### src/rtl/sync_down_counter_nbit.sv
// -----------------------------------------------------------------------------
// sync_down_counter_nbit
//
// Loadable synchronous down counter, WIDTH bits wide. The count register is
// built from per-bit toggle flops: each bit flips when its toggle input is set.
// A load arms the counter (RUN) with a start value, and every enabled cycle
// decrements it. The step from 1 to 0 is the terminal count. It raises a
// registered one-cycle tc pulse. In one-shot mode (RELOAD=0) the counter then
// parks at 0 in IDLE. In auto-reload mode (RELOAD=1) it restarts from the last
// loaded value, which gives a periodic tick.
//
// Parameters
//   WIDTH     counter width in bits (>= 2)
//   RELOAD    0 = one-shot, 1 = auto-reload at terminal count
//
// Ports
//   clk       in   1      rising-edge clock
//   reset     in   1      asynchronous, active-high; clears all state at once
//   en        in   1      count enable; one decrement per cycle while running
//   load      in   1      synchronous load strobe; has priority over en
//   load_val  in   WIDTH  start value captured when load=1
//   Q         out  WIDTH  current count
//   busy      out  1      1 while the counter is running
//   zero      out  1      combinational (Q == 0)
//   tc        out  1      registered one-cycle terminal-count pulse
// -----------------------------------------------------------------------------
module sync_down_counter_nbit #(
  parameter int WIDTH  = 4,
  parameter bit RELOAD = 1'b0
) (
  input  logic             clk,
  input  logic             reset,
  input  logic             en,
  input  logic             load,
  input  logic [WIDTH-1:0] load_val,
  output logic [WIDTH-1:0] Q,
  output logic             busy,
  output logic             zero,
  output logic             tc
);

  typedef enum logic {
    IDLE = 1'b0,
    RUN  = 1'b1
  } state_t;

  localparam logic [WIDTH-1:0] ALL_ZERO = {WIDTH{1'b0}};
  localparam logic [WIDTH-1:0] ONE      = {{(WIDTH-1){1'b0}}, 1'b1};

  state_t           state_q, state_d;
  logic [WIDTH-1:0] q_q, q_d;
  logic [WIDTH-1:0] reload_q, reload_d;
  logic             tc_q, tc_d;
  logic [WIDTH-1:0] dec_mask_s;   // bits that flip on a decrement
  logic [WIDTH-1:0] t_s;          // per-bit toggle enables

  // Decrement toggle mask: bit 0 always flips, and bit i flips only when all
  // lower bits are zero. These are the borrow positions of Q-1.
  always_comb begin
    dec_mask_s    = ALL_ZERO;
    dec_mask_s[0] = 1'b1;
    for (int i = 1; i < WIDTH; i++) begin
      dec_mask_s[i] = dec_mask_s[i-1] & ~q_q[i-1];
    end
  end

  // Next-state, next-count, reload capture and terminal-count decision
  always_comb begin
    q_d      = q_q;
    reload_d = reload_q;
    state_d  = state_q;
    tc_d     = 1'b0;
    if (load) begin
      // A load overrides everything, including a terminal decrement in the same cycle.
      q_d      = load_val;
      reload_d = load_val;
      state_d  = (load_val != ALL_ZERO) ? RUN : IDLE;
    end else begin
      case (state_q)
        RUN: begin
          if (en) begin
            if (q_q == ONE) begin
              tc_d = 1'b1;
              if (RELOAD) begin
                q_d     = reload_q;
                state_d = RUN;
              end else begin
                q_d     = ALL_ZERO;
                state_d = IDLE;
              end
            end else begin
              q_d = q_q ^ dec_mask_s;
            end
          end else begin
            q_d = q_q;
          end
        end
        IDLE: begin
          // IDLE holds Q, so the counter can never wrap from 0 to all-ones.
          q_d = q_q;
        end
        default: begin
          q_d     = ALL_ZERO;
          state_d = IDLE;
        end
      endcase
    end
  end

  // Each count bit is a toggle flop. It flips when the next value differs from the current one.
  assign t_s = q_q ^ q_d;

  // Toggle-flop count register, reload register, state and tc pulse
  always_ff @(posedge clk or posedge reset) begin
    if (reset) begin
      q_q      <= ALL_ZERO;
      reload_q <= ALL_ZERO;
      state_q  <= IDLE;
      tc_q     <= 1'b0;
    end else begin
      q_q      <= q_q ^ t_s;
      reload_q <= reload_d;
      state_q  <= state_d;
      tc_q     <= tc_d;
    end
  end

  assign Q    = q_q;
  assign busy = (state_q == RUN);
  assign zero = (q_q == ALL_ZERO);
  assign tc   = tc_q;

endmodule

### config.mk
export PLATFORM = sky130hd
export DESIGN_NAME = sync_down_counter_nbit
export DESIGN_NICKNAME = d
export VERILOG_FILES = /design/src/rtl/sync_down_counter_nbit.sv
export SDC_FILE = /design/constraint.sdc
export NUM_CORES = 1
export LEC_CHECK = 0
export BUFFER_PORTS_ARGS = -buffer_cell sky130_fd_sc_hd__buf_2
export CORE_AREA = 4 4 41 43
export CTS_BUF_LIST = sky130_fd_sc_hd__clkbuf_4
export DETAILED_ROUTE_END_ITERATION = 12
export DIE_AREA = 0 0 45 47
export PLACE_DENSITY_LB_ADDON = 0.1
export SLEW_MARGIN = 15
export SYNTH_ARGS = -nofsm -noshare
export SYNTH_HDL_FRONTEND = slang
export SYNTH_SLANG_ARGS = --single-unit
### constraint.sdc
create_clock -name clk -period 2.4 [get_ports clk]
set_input_delay 0.72 -clock clk [delete_from_list [all_inputs] [get_ports clk]]
set_output_delay 0.72 -clock clk [all_outputs]
set_load 0.05 [all_outputs]
* After elaboration in Yosys (flattened, before gate mapping)
Index checks and enable logic that the tools add are counted.
** Operators by class
- Reduce and logical (&&, ||, !) cells :: 2
- Equality and inequality tests :: 1
- Muxes and demuxes :: 13
- Bitwise gates (word level) :: 9
** Operators by type and width (number)
- 4-bit two-way mux :: 3
- 4-bit XOR :: 3
- 1-bit two-way mux :: 9
- 4-bit one-hot mux with 2 select lines :: 1
- 4-bit by 1-bit equality test with 1-bit output, second input constant :: 1
- 4-bit logical NOT :: 1
- 1-bit inverter :: 4
- 4-bit nonzero test :: 1
- 1-bit AND :: 2
** Word-level totals
- Output and inout bits :: 7
- Input port bits :: 8
- Logic and storage cells :: 28
- Register bits :: 6

* Longest topological paths before layout
- Depth in word-level cells :: 10
- Depth in mapped cells :: 6
- Mapped depth without buffers :: 6

* Worst setup path before layout
Ideal clock, no wire load.
- Kind :: register -> output
- From :: register q_q[0] (netlist: Q[0])
- To :: output port zero
- Path buffers :: 0
- Setup slack :: -347 ps
- Stages on the path, launching flop included :: 4
- Required time :: 1680 ps
- Arrival :: 2027 ps
- Cell sequence :: dfrtp_1 -> inv_1 -> ha_1 -> nor3b_1
** On the way
- Word-level cells in the longest chain between the ends :: 1
** Ends and longest elaborated chain
- from (decl) :: RTL line 51 : logic [WIDTH-1:0] q_q, q_d;
- from (signal assigned) :: RTL line 121 : q_q <= q_q ^ t_s;
- 4-bit logical NOT :: RTL line 130 : assign zero = (q_q == ALL_ZERO);
- to (decl) :: RTL line 38 : output logic zero,
No other way between the ends.

* Final worst setup path
Ends and elaborated chain as after synthesis.

==> summary.md <==
| Metric | Value |
|---|---|
| Post-DP HPWL | `720 um` |
| Total Wirelength | `896 um` |
| Register bit total from synthesis | `6` |
| Top cells by area, synth | `dfrtp_1 42%, ha_1 10%, a21oi_1 5.6%, inv_1 5.2%, o21ai_0 4.2%` |
| Synth top area share | `41.67%` |
| Area Overhead vs Synth | `31.25%` |
| Largest net degree at the start of global routing | `12` |
| Layout Cells excl Fill | `69` |
| CP Capture Type | `primary output` |
| Die X | `45 um` |
| Ys async rst share | `100.0%` |
| FP Rows | `13` |
| TritonRoute pass-1 iters | `4` |
| Post-route ant nets | `0` |
| Crit-path cells | `inv_1 -> ha_1 -> nor3b_2 -> buf_2` |
| Root buffer cell | `clkbuf_4` |
| Arr. time, crit path | `1310 ps` |
| Crit-path max FO | `4` |
| IO Count | `15` |
| Least-Margin Pin Slew | `243.7 ps` |
| CTS tree | `yes` |
| WHS | `388.8 ps` |
| Diodes inserted | `0` |
| Num Clock Sinks | `6` |
| Dpl cell area | `450.4 um2` |
| Netlist cell types | `20` |
| Final instance area | `473.0 um2` |
| Worst-skew pair later-pin latency | `240 ps` |
| Final worst path period need | `2031 ps` |
| # port buffers | `14` |
| Synth Flop Type | `dfrtp_1` |
| Die H | `47 um` |
| Core Region | `0.001301 mm2` |
| Vias per cell | `5.101` |
| Setup TNS | `0 ps` |
| Final-report max-slew violation count | `0` |
| Required time of the critical path | `1680 ps` |
| Post-synth EDFFs | `0` |
| Dpl ws | `628.9 ps` |
| Pwr Density | `672.6 mW/mm2` |
| Critical path type | `flip-flop to primary output` |
| Most numerous cell in the Yosys netlist | `dfrtp_1` |
| Worst Hold Class | `primary input to asynchronous set/reset pin` |
| Setup crit start kind | `flip-flop` |
| Synth area leader | `dfrtp_1` |
| Setup Buffers After CTS | `0` |
| Layout cells sized above 1 | `38.89%` |
| Setup WS post-layout | `368.5 ps` |
| Post-CTS sizing | `0` |
| Final setup vio count | `0` |
| Synthesized cell area | `360.3 um2` |
| Total track usage | `9.603%` |
| H-tree level count | `1` |
| Initial Utilization | `27.69%` |
| DRT iter0 DRCs | `7` |
| Sequential fraction of the synthesis area | `41.67%` |
| Congestion Overflow GR | `0` |
| Post-Syn Nets | `49` |
| Hold Buf Count CTS | `0` |
| Endpoints failing hold | `0` |
| Number of global-route vias before repair | `310` |
| CP max stage delay | `400 ps` |
| Clk slew on worst S/H paths | `50 ps` |
| Most frequent cells after synthesis | `6 x dfrtp_1, 5 x inv_1, 4 x a21oi_1, 3 x ha_1, 3 x o21ai_0` |
| First-pass GRT wire length | `1.435 mm` |
| Slew margin rel. | `83.54%` |
| Yosys warns | `0` |
| RSZ-0062 raised after global routing | `false` |
| Worst vdd ir | `0.2408 mV` |
| WL per Instance | `12.99 um` |
| Fin nets | `67` |
| Fin Clk Skew | `5.092 ps` |
| Drc violations | `0` |
| Routability cong. | `0.7646` |
| Status | `finished clean` |
| Number of max-cap violations | `0` |
| Final period utilization | `84.65%` |
| CTS Buf Count | `3` |
| Post-synthesis instance total | `38` |
| Slowest CP cell | `dfrtp_1` |
| Total number of vias | `352` |
| Antenna violations before repair | `0` |
| Max Root-Sink Buffers | `2` |
| Die Area | `0.002115 mm2` |
| DP Cell Count | `66` |
| Syn_area_per_cell | `9.483 um2` |
| Achievable clock frequency | `492.3 MHz` |
| Leakage | `0.2424 nW` |
-- cell usage in the layout, fill, tap and decap left out --
cell,n
nand3_1,1
a311oi_1,1
nand4_1,1
nor3_1,1
a21oi_2,1
nor2b_1,2
o41ai_1,1
buf_2,14
a21o_1,1
nor3b_2,1
a21oi_1,4
or3b_4,1
or3b_1,1
clkbuf_4,3
ha_1,3
o21ai_0,3
dfrtp_1,6
and3b_2,1
inv_1,5
a22oi_1,1
nand2_1,2
-- layout make-up --
type	instances	area [um2]
Clock buffer	3	22.52
Timing Repair Buffer	14	70.07
Fill cell	154	828.3
Tap cell	15	18.77
Multi-Input combinational cell	26	192.7
Inverter	5	18.77
Sequential cell	6	150.1
-- through the flow --
stage                power, W  util, %
floorplan           0.0001958        -
global placement    0.0002237    34.62
detailed placement  0.0002251    34.62
CTS                 0.0003234    36.35
global route        0.0003352    36.35
finish              0.0003181    36.35
-- worst paths after layout --
kind                       cells past startpoint   from  endpoint  slack [ps]
setup / recovery                               4   Q[0]      zero         370
hold / removal                                 2  reset      Q[2]         390
setup reg to reg                               6   Q[0]      Q[3]         930
hold reg to reg                                3   Q[0]      Q[0]         630
max in group asynchronous                      2  reset      Q[3]        1800
min in group clk                               3   Q[0]      Q[0]         630
-- worst max-delay path: cells and delay by family (launching register included) --
kind          cells  cell delay, ps
flops             1             400
buf+inv           2             350
simple gates      1             150
fa+ha+maj         1             170
-- sequential cells by signal (all words and copies together) (netlist names) --
name / flops
busy: 1
tc: 1
Q: 4
-- routing by layer --
layer	track usage [%]	part of all wire, %
met5	0	0
met3	4.215	9.7
met4	5.263	0
met2	14.97	49
met1	11.06	41
-- cells by family (layout without fill, tap and decap cells) --
logic type | Yosys count | count (layout) | share of synthesized area, %
AOI/OAI and AO/OA | 12 | 12 | 21.18
buffers and inverters | 6 | 22 | 6.250
DFF | 6 | 6 | 41.67
and+or+nand+nor | 11 | 11 | 20.49
adders and majority gates | 3 | 3 | 10.42
-- power by group --
| group | switching [W] | internal (W) |
|---|---|---|
| Sequential | 0.0000117 | 0.000111 |
| Combinational | 0.0000688 | 0.0000323 |
| Clock | 0.0000376 | 0.0000567 |
(Power assumes the default switching activity.)
